<file path="config.mk">
export PLATFORM = sky130hd
export DESIGN_NAME = aes_key_schedule_seq
export DESIGN_NICKNAME = d
export VERILOG_FILES = /design/src/rtl/aes_key_schedule_seq.sv
export SDC_FILE = /design/constraint.sdc
export NUM_CORES = 2
export LEC_CHECK = 0
export BUFFER_PORTS_ARGS = -buffer_cell sky130_fd_sc_hd__buf_4
export CORE_ASPECT_RATIO = 0.75
export CORE_MARGIN = 2
export CORE_UTILIZATION = 50
export DETAILED_ROUTE_END_ITERATION = 8
export PLACE_DENSITY = 0.74
export SYNTH_ARGS = -nofsm -noshare
export SYNTH_HDL_FRONTEND = slang
export SYNTH_SLANG_ARGS = --single-unit
</file>
<file path="constraint.sdc">
create_clock -name clk -period 3.74 [get_ports clk]
set_input_delay 0.748 -clock clk [delete_from_list [all_inputs] [get_ports clk]]
set_output_delay 0.748 -clock clk [all_outputs]
set_load 0.05 [all_outputs]
</file>
<file path="src/rtl/aes_key_schedule_seq.sv">
// Sequential AES-128 key expansion: one round key per clock into an 11-entry
// buffer, read back through a one-cycle registered port (rk10 first for decryption).
module aes_key_schedule_seq #(
    parameter int NR = 10
) (
    input  logic         clk,
    input  logic         rst_n,
    input  logic         start,
    input  logic [127:0] key_in,
    output logic         busy,
    output logic         keys_valid,
    input  logic [3:0]   rd_idx,
    output logic [127:0] rd_key,
    output logic         rd_valid
);

    localparam int         NK       = NR + 1;
    localparam logic [3:0] LAST_IDX = 4'(NR);

    // Forward S-box, entry 0 in the most significant byte.
    localparam logic [2047:0] SBOX = {
        128'h637c777bf26b6fc53001672bfed7ab76, 128'hca82c97dfa5947f0add4a2af9ca472c0,
        128'hb7fd9326363ff7cc34a5e5f171d83115, 128'h04c723c31896059a071280e2eb27b275,
        128'h09832c1a1b6e5aa0523bd6b329e32f84, 128'h53d100ed20fcb15b6acbbe394a4c58cf,
        128'hd0efaafb434d338545f9027f503c9fa8, 128'h51a3408f929d38f5bcb6da2110fff3d2,
        128'hcd0c13ec5f974417c4a77e3d645d1973, 128'h60814fdc222a908846eeb814de5e0bdb,
        128'he0323a0a4906245cc2d3ac629195e479, 128'he7c8376d8dd54ea96c56f4ea657aae08,
        128'hba78252e1ca6b4c6e8dd741f4bbd8b8a, 128'h703eb5664803f60e613557b986c11d9e,
        128'he1f8981169d98e949b1e87e9ce5528df, 128'h8ca1890dbfe6426841992d0fb054bb16
    };

    typedef enum logic [1:0] {
        S_IDLE   = 2'd0,
        S_EXPAND = 2'd1,
        S_DONE   = 2'd2
    } state_t;

    function automatic logic [7:0] sbox(input logic [7:0] x);
        logic [10:0] msb;
        msb = 11'd2047 - {x, 3'b000};
        return SBOX[msb -: 8];
    endfunction

    function automatic logic [31:0] sub_word(input logic [31:0] w);
        return {sbox(w[31:24]), sbox(w[23:16]), sbox(w[15:8]), sbox(w[7:0])};
    endfunction

    function automatic logic [7:0] xtime(input logic [7:0] x);
        return {x[6:0], 1'b0} ^ (x[7] ? 8'h1b : 8'h00);
    endfunction

    function automatic logic [127:0] key_step(input logic [127:0] k, input logic [7:0] rc);
        logic [31:0] t;
        logic [31:0] n0;
        logic [31:0] n1;
        logic [31:0] n2;
        logic [31:0] n3;
        t  = sub_word({k[23:0], k[31:24]}) ^ {rc, 24'h000000};
        n0 = k[127:96] ^ t;
        n1 = k[95:64]  ^ n0;
        n2 = k[63:32]  ^ n1;
        n3 = k[31:0]   ^ n2;
        return {n0, n1, n2, n3};
    endfunction

    state_t         state_q, state_d;
    logic [3:0]     round_q, round_d;
    logic [7:0]     rcon_q, rcon_d;
    logic [127:0]   work_q, work_d;
    logic           busy_q, busy_d;
    logic           keys_valid_q, keys_valid_d;
    logic [127:0]   rd_key_q, rd_key_d;
    logic           rd_valid_q, rd_valid_d;
    logic [127:0]   rk_q [NK];

    logic [127:0]   step_s;
    logic           wr_en_s;
    logic [3:0]     wr_idx_s;
    logic [127:0]   wr_data_s;
    logic           rd_ok_s;

    assign step_s = key_step(work_q, rcon_q);

    // Next-state logic for the expansion FSM, buffer write request and read port.
    always_comb begin
        state_d      = state_q;
        round_d      = round_q;
        rcon_d       = rcon_q;
        work_d       = work_q;
        busy_d       = busy_q;
        keys_valid_d = keys_valid_q;
        wr_en_s      = 1'b0;
        wr_idx_s     = round_q;
        wr_data_s    = step_s;

        case (state_q)
            S_IDLE, S_DONE: begin
                if (start) begin
                    state_d      = S_EXPAND;
                    work_d       = key_in;
                    round_d      = 4'd1;
                    rcon_d       = 8'h01;
                    busy_d       = 1'b1;
                    keys_valid_d = 1'b0;
                    wr_en_s      = 1'b1;
                    wr_idx_s     = 4'd0;
                    wr_data_s    = key_in;
                end else begin
                    state_d = state_q;
                end
            end
            S_EXPAND: begin
                wr_en_s = 1'b1;
                work_d  = step_s;
                if (round_q == LAST_IDX) begin
                    state_d      = S_DONE;
                    busy_d       = 1'b0;
                    keys_valid_d = 1'b1;
                end else begin
                    round_d = round_q + 4'd1;
                    rcon_d  = xtime(rcon_q);
                end
            end
            default: begin
                state_d      = S_IDLE;
                busy_d       = 1'b0;
                keys_valid_d = 1'b0;
            end
        endcase

        rd_ok_s = (rd_idx <= LAST_IDX);
        if (rd_ok_s) begin
            rd_key_d = rk_q[rd_idx];
        end else begin
            rd_key_d = 128'h0;
        end
        rd_valid_d = keys_valid_q && rd_ok_s;
    end

    // State, key buffer and registered outputs; the read samples pre-write contents.
    always_ff @(posedge clk or negedge rst_n) begin
        if (!rst_n) begin
            state_q      <= S_IDLE;
            round_q      <= 4'd0;
            rcon_q       <= 8'h01;
            work_q       <= 128'h0;
            busy_q       <= 1'b0;
            keys_valid_q <= 1'b0;
            rd_key_q     <= 128'h0;
            rd_valid_q   <= 1'b0;
            for (int i = 0; i < NK; i++) begin
                rk_q[i] <= 128'h0;
            end
        end else begin
            state_q      <= state_d;
            round_q      <= round_d;
            rcon_q       <= rcon_d;
            work_q       <= work_d;
            busy_q       <= busy_d;
            keys_valid_q <= keys_valid_d;
            rd_key_q     <= rd_key_d;
            rd_valid_q   <= rd_valid_d;
            if (wr_en_s) begin
                rk_q[wr_idx_s] <= wr_data_s;
            end
        end
    end

    assign busy       = busy_q;
    assign keys_valid = keys_valid_q;
    assign rd_key     = rd_key_q;
    assign rd_valid   = rd_valid_q;

endmodule

</file>
# Yosys cells after proc, flatten, opt, wreduce, memory -nomap -nowiden
# Index checks and enable logic that the tools add are counted.
[totals]
regBits = 1681
latch_bits = 0
ram_bits = 0
romBits = 0
in_bits = 135
mem_count = 0
[classes]
add_sub_neg = 5
mul = 0
div = 0
magnitude_cmp = 4
n_eq_ne = 6
shifts = 4
muxes = 31
bitwise = 8
n_reduce_logical = 8
[ops]
columns = ["cell", "count"]
rows = [
  ["2055-bit by 12-bit variable part select with 8-bit output, first input constant", 4],
  ["1408-bit bitwise mux", 1],
  ["128-bit two-way mux", 7],
  ["128-bit binary-select mux with 4-bit select", 1],
  ["128-bit demux with 4-bit select", 1],
  ["128-bit one-hot mux with 2 select lines", 1],
  ["32-bit XOR", 5],
  ["11-bit subtractor, first input constant", 4],
  ["4-bit two-way mux", 4],
  ["8-bit two-way mux", 2],
  ["8-bit one-hot mux with 2 select lines", 1],
  ["5-bit >= comparator, second input constant", 2],
  ["4-bit inverter with 5-bit output", 2],
  ["4-bit one-hot mux with 2 select lines", 1],
  ["8-bit by 5-bit XOR with 8-bit output", 1],
  ["2-bit != test, second input constant", 3],
  ["1-bit one-hot mux with 2 select lines", 3],
  ["5-bit by 1-bit < comparator with 1-bit output, second input constant", 1],
  ["1-bit two-way mux", 5],
  ["5-bit two-way mux", 1],
  ["4-bit by 1-bit adder with 4-bit output, second input constant", 1],
  ["4-bit == test, second input constant", 1],
  ["4-bit less-or-equal comparator, second input constant", 1],
  ["2-bit two-way mux", 2],
  ["other kinds (9)", 11],
]

# Logic depth before layout (Yosys ltp)
[depth]
ltp_word = 10
ltp_mapped = 17
ltp_nobuf = 11

# Worst setup path after synthesis
# Ideal clock, no wire load.
[synth_path]
path_kind = "reg2reg"
from = "reg work_q[24]"
to = "reg rk_q[388] (netlist name)"
setup_time_ns = 0.126
arrival_time_ns = 4.015
slack_ns = -0.401
path_stages_with_launch = 15
path_buffers = 4
period_less_slack_ns = 4.141
path_cell_list = "dfrtp_1 -> buf_4 -> inv_1 -> buf_1 -> ha_1 -> clkbuf_1 -> mux4_2 -> mux4_2 -> a32o_1 -> a211oi_2 -> xnor3_1 -> xnor2_2 -> xnor2_1 -> buf_6 -> o21ai_2"
[synth_between]
elab_chain_len = 10
[synth_rtl]
columns = ["element", "line", "source"]
rows = [
  ["start, declared", "69", "logic [127:0] work_q, work_d;"],
  ["start signal, assigned", "158", "work_q <= work_d;"],
  ["11-bit subtractor *", "40", "msb = 11'd2047 - {x, 3'b000};"],
  ["2055-bit by 12-bit variable part select with 8-bit output *", "41", "return SBOX[msb -: 8];"],
  ["32-bit XOR *", "58", "t = sub_word({k[23:0], k[31:24]}) ^ {rc, 24'h000000};"],
  ["32-bit XOR *", "59", "n0 = k[127:96] ^ t;"],
  ["32-bit XOR *", "60", "n1 = k[95:64] ^ n0;"],
  ["32-bit XOR *", "61", "n2 = k[63:32] ^ n1;"],
  ["32-bit XOR *", "62", "n3 = k[31:0] ^ n2;"],
  ["128-bit two-way mux", "98", "if (start) begin"],
  ["128-bit two-way mux *", "96", "case (state_q)"],
  ["1408-bit bitwise mux *", "164", "rk_q[wr_idx_s] <= wr_data_s;"],
  ["end signal, assigned by index", "164", ""],
  ["end, declared", "74", "logic [127:0] rk_q [NK];"],
]
# Mark *: on every way between the ends. The rest lies on a longest branch, timed or not.
# A chain may end at the register's enable or synchronous reset.

# Final worst setup path
[layout_path]
from = "reg work_q[0]"
to = "reg rk_q[649] (netlist name)"
# The elaborated chain is that of the path after synthesis.

==> results.json <==
{
  "cp.required_ns": 4.43,
  "yosys_warnings": 0,
  "die_area_mm2": 0.184,
  "viasPerCell": 6.63,
  "synthArstFlopShare": 1.00,
  "htreeDepth": 4,
  "grt_max_degree": 149,
  "hp-class": "input pin to flop",
  "worstReg2RegEnd": "rk_q[649]$_DFFE_PN0P_",
  "syn2layout_area_growth_pct": 26.2,
  "firstDrtPassIters": 8,
  "syn_avg_cell_area_um2": 9.64,
  "vias": 84907,
  "clkTransAtPathRegs_ns": 0.07,
  "dr_wl_met3_um": 51100,
  "num_rows": 135,
  "gp_congestion": 1.02,
  "grt_pass1_vias": 79952,
  "arrival_ns": 4.58,
  "highest_layer": "met5",
  "synth_edf_count": 0,
  "fin_skew_ns": 0.0899,
  "chipHeight_um": 372,
  "slew_violations": 0,
  "routed_wirelength_um": 403000,
  "crit_type": "flop to flop",
  "setup_ws_ns": -0.151,
  "synth_ff_type": "dfrtp_1",
  "wl_met1_um": 160000,
  "antenna_found_initial": 40,
  "timing.slew.headroom": 0.199,
  "synth.distinct_cells": 118,
  "core_mm2": 0.180,
  "r2r_slack_ns": -0.15,
  "ant_nets": 0,
  "rsz0062_at_grt": "yes",
  "startpoint_type": "flop",
  "design_area_mm2": 0.114,
  "drt-wirelength-per-cell_um": 31.4,
  "cts_buffer_depth": 3,
  "layout-drive-gt1-share": 0.279,
  "seqCellArea_mm2": 0.0421,
  "met2WireLength_um": 170000,
  "drcViolationCount": 0,
  "synthCells": 9379,
  "yosysSeqAreaShare": 0.465,
  "cts_root_buf": "clkbuf_16",
  "finalCritPeriodShare": 1.04,
  "drt_iter0_drc": 11424,
  "io_buffers": 265,
  "worst-r2r-cell-count": 13,
  "netlist_area_mm2": 0.0904,
  "setup_viol": 112,
  "io_pins": 266,
  "nets": 10460,
  "clkSinkCount": 1680,
  "multiInputGateArea_mm2": 0.0472,
  "worst_pin_slew_ns": 1.20,
  "cts_made_buffers": 163,
  "n_fill_cell": 14176,
  "cp_max_fo": 21,
  "period_needed_ns": 3.89,
  "place_area_mm2": 0.103,
  "max_freq_ghz": 0.257,
  "status": "finished with violations",
  "critPathLaunch": "work_q[0]$_DFFE_PN0P_",
  "place_hpwl_um": 277000,
  "cp-endpoint": "rk_q[649]$_DFFE_PN0P_",
  "violations": "negative setup slack",
  "grt.overflow.total": 0,
  "clkLatencyLatePin_ns": 0.86,
  "crit_path_end_kind": "flop",
  "grt_first_pass_wirelength_um": 569000,
  "cts_tree": "built",
  "fp.dieW_um": 495,
  "crit-reg2reg-launch": "work_q[0]$_DFFE_PN0P_",
  "hold_viol_final": 0,
  "start_util": 0.502,
  "grt_usage": 0.423,
  "syn-num-nets": 9572,
  "ys_ff_latch": 1680,
  "cap_violations": 0
}
[cell usage after synthesis (109+ instances only)]
cell	count	area (µm²)
buf_2	127	636
o21ai_0	1365	6830
nor2_1	466	1750
nand2_1	1663	6240
mux2i_1	316	3160
dfrtp_1	1679	42000
nor3_1	109	546
a21oi_1	403	2020
mux4_2	319	7180
clkbuf_1	700	2630
o31ai_1	160	1200
o22ai_1	160	1000
[layer usage]
metal / global-route usage / vias to the layer above
met3: 0.132 / 1006
met2: 0.599 / 5332
met1: 0.597 / 42867
met4: 0.189 / 42
li1: - / 35660
met5: 0 / -
[kinds of logic after synthesis]
| group | count (synthesis) | synth area share |
|---|---|---|
| buffers and inverters | 1030 | 0.0485 |
| DFF | 1680 | 0.465 |
| adders and majority gates | 58 | 0.00803 |
| muxes | 662 | 0.118 |
| xor gates and xnor gates | 172 | 0.0227 |
| and+or+nand+nor | 2836 | 0.136 |
| AOI/OAI and AO/OA | 2941 | 0.201 |
[worst max-delay path: stages (launching register included)]
cell and delay (ns):
dfrtp_2 0.44, buf_6 0.29, nand2b_2 0.25, buf_4 0.16, nand2_1 0.11, mux4_2 0.47, mux2_2 0.27, mux4_2 0.57
xnor3_2 0.37, xnor2_2 0.18, buf_6 0.16, xnor2_4 0.22, clkbuf_16 0.20, o21ai_2 0.06
[flip-flops by register name (all words and copies together) (netlist names)]
name,flops
rd_key,128
rcon_q,8
state_q,2
busy,1
work_q,128
rk_q,1408
round_q,4
rd_valid,1
[worst min-delay path by stage]
stage	cells after the start	start	end
after floorplan	2	rk_q[598]$_DFFE_PN0P_	rk_q[598]$_DFFE_PN0P_
after global routing	2	key_in[70]	rk_q[1350]$_DFFE_PN0P_
after global placement	2	rk_q[982]$_DFFE_PN0P_	rk_q[982]$_DFFE_PN0P_
after CTS	2	key_in[70]	rk_q[1350]$_DFFE_PN0P_
final	2	key_in[70]	rk_q[1350]$_DFFE_PN0P_
after detailed placement	2	rk_q[1031]$_DFFE_PN0P_	rk_q[1031]$_DFFE_PN0P_
[placed cells by master, fill, tap and decap left out, drive strengths merged, types with 32 or more instances in the layout]
cell / n
mux4: 319
a2111oi: 38
and2: 54
buf: 1654
dfrtp: 1679
o21ai: 1398
mux2i: 317
a221oi: 72
o311ai: 61
a21o: 52
nand3: 105
a221o: 53
a21oi: 405
o211ai: 93
a311oi: 46
o22ai: 160
nand2: 1665
and3: 39
xor2: 38
xnor2: 104
nor3: 111
nor2: 476
nor2b: 92
a31oi: 50
nand2b: 106
ha: 58
clkbuf: 247
o31ai: 169
or2: 43
or3: 37
a211oi: 67
inv: 69
clkinv: 49
o21a: 32
[stage by stage]
stage / hold WS (ns) / setup TNS [ns] / util / worst slack (ns) / instances
6_report: 0.117 / -5.93 / 0.634 / -0.151 / 12810
5_1_grt: 0.105 / -18.29 / 0.634 / -0.173 / 12803
4_1_cts: 0.0980 / -10.04 / 0.612 / -0.152 / 12661
3_5_place_dp: 0.460 / -152.18 / 0.573 / -0.770 / 12325
3_3_place_gp: 0.453 / -132.81 / 0.573 / -0.796 / 12325
2_1_floorplan: 0.441 / 0 / - / 0.00732 / 9379
[final cells by class]
type / count / area share
multi-input cells: 6680 / 0.414
clock inverters: 67 / 0.00791
repair buffers: 1672 / 0.138
inverters: 70 / 0.00260
clock buffers: 231 / 0.0421
diodes: 13 / 0.000285
flip-flops and latches: 1680 / 0.369
well taps: 2397 / 0.0263
[repair_timing]
action                                 4_1_cts  5_1_grt
endpoints found under the hold margin       34        0
pin swaps                                   36      201
cloned                                       3       37
setup endpoints to repair                  889      998
resized for setup                          213      711
setup buffers                               36      115
hold buffers                                 1        0
Power is left out: the tool's default activity adds up to more than one toggle a clock period on the data nets, which glitch-free logic cannot reach.
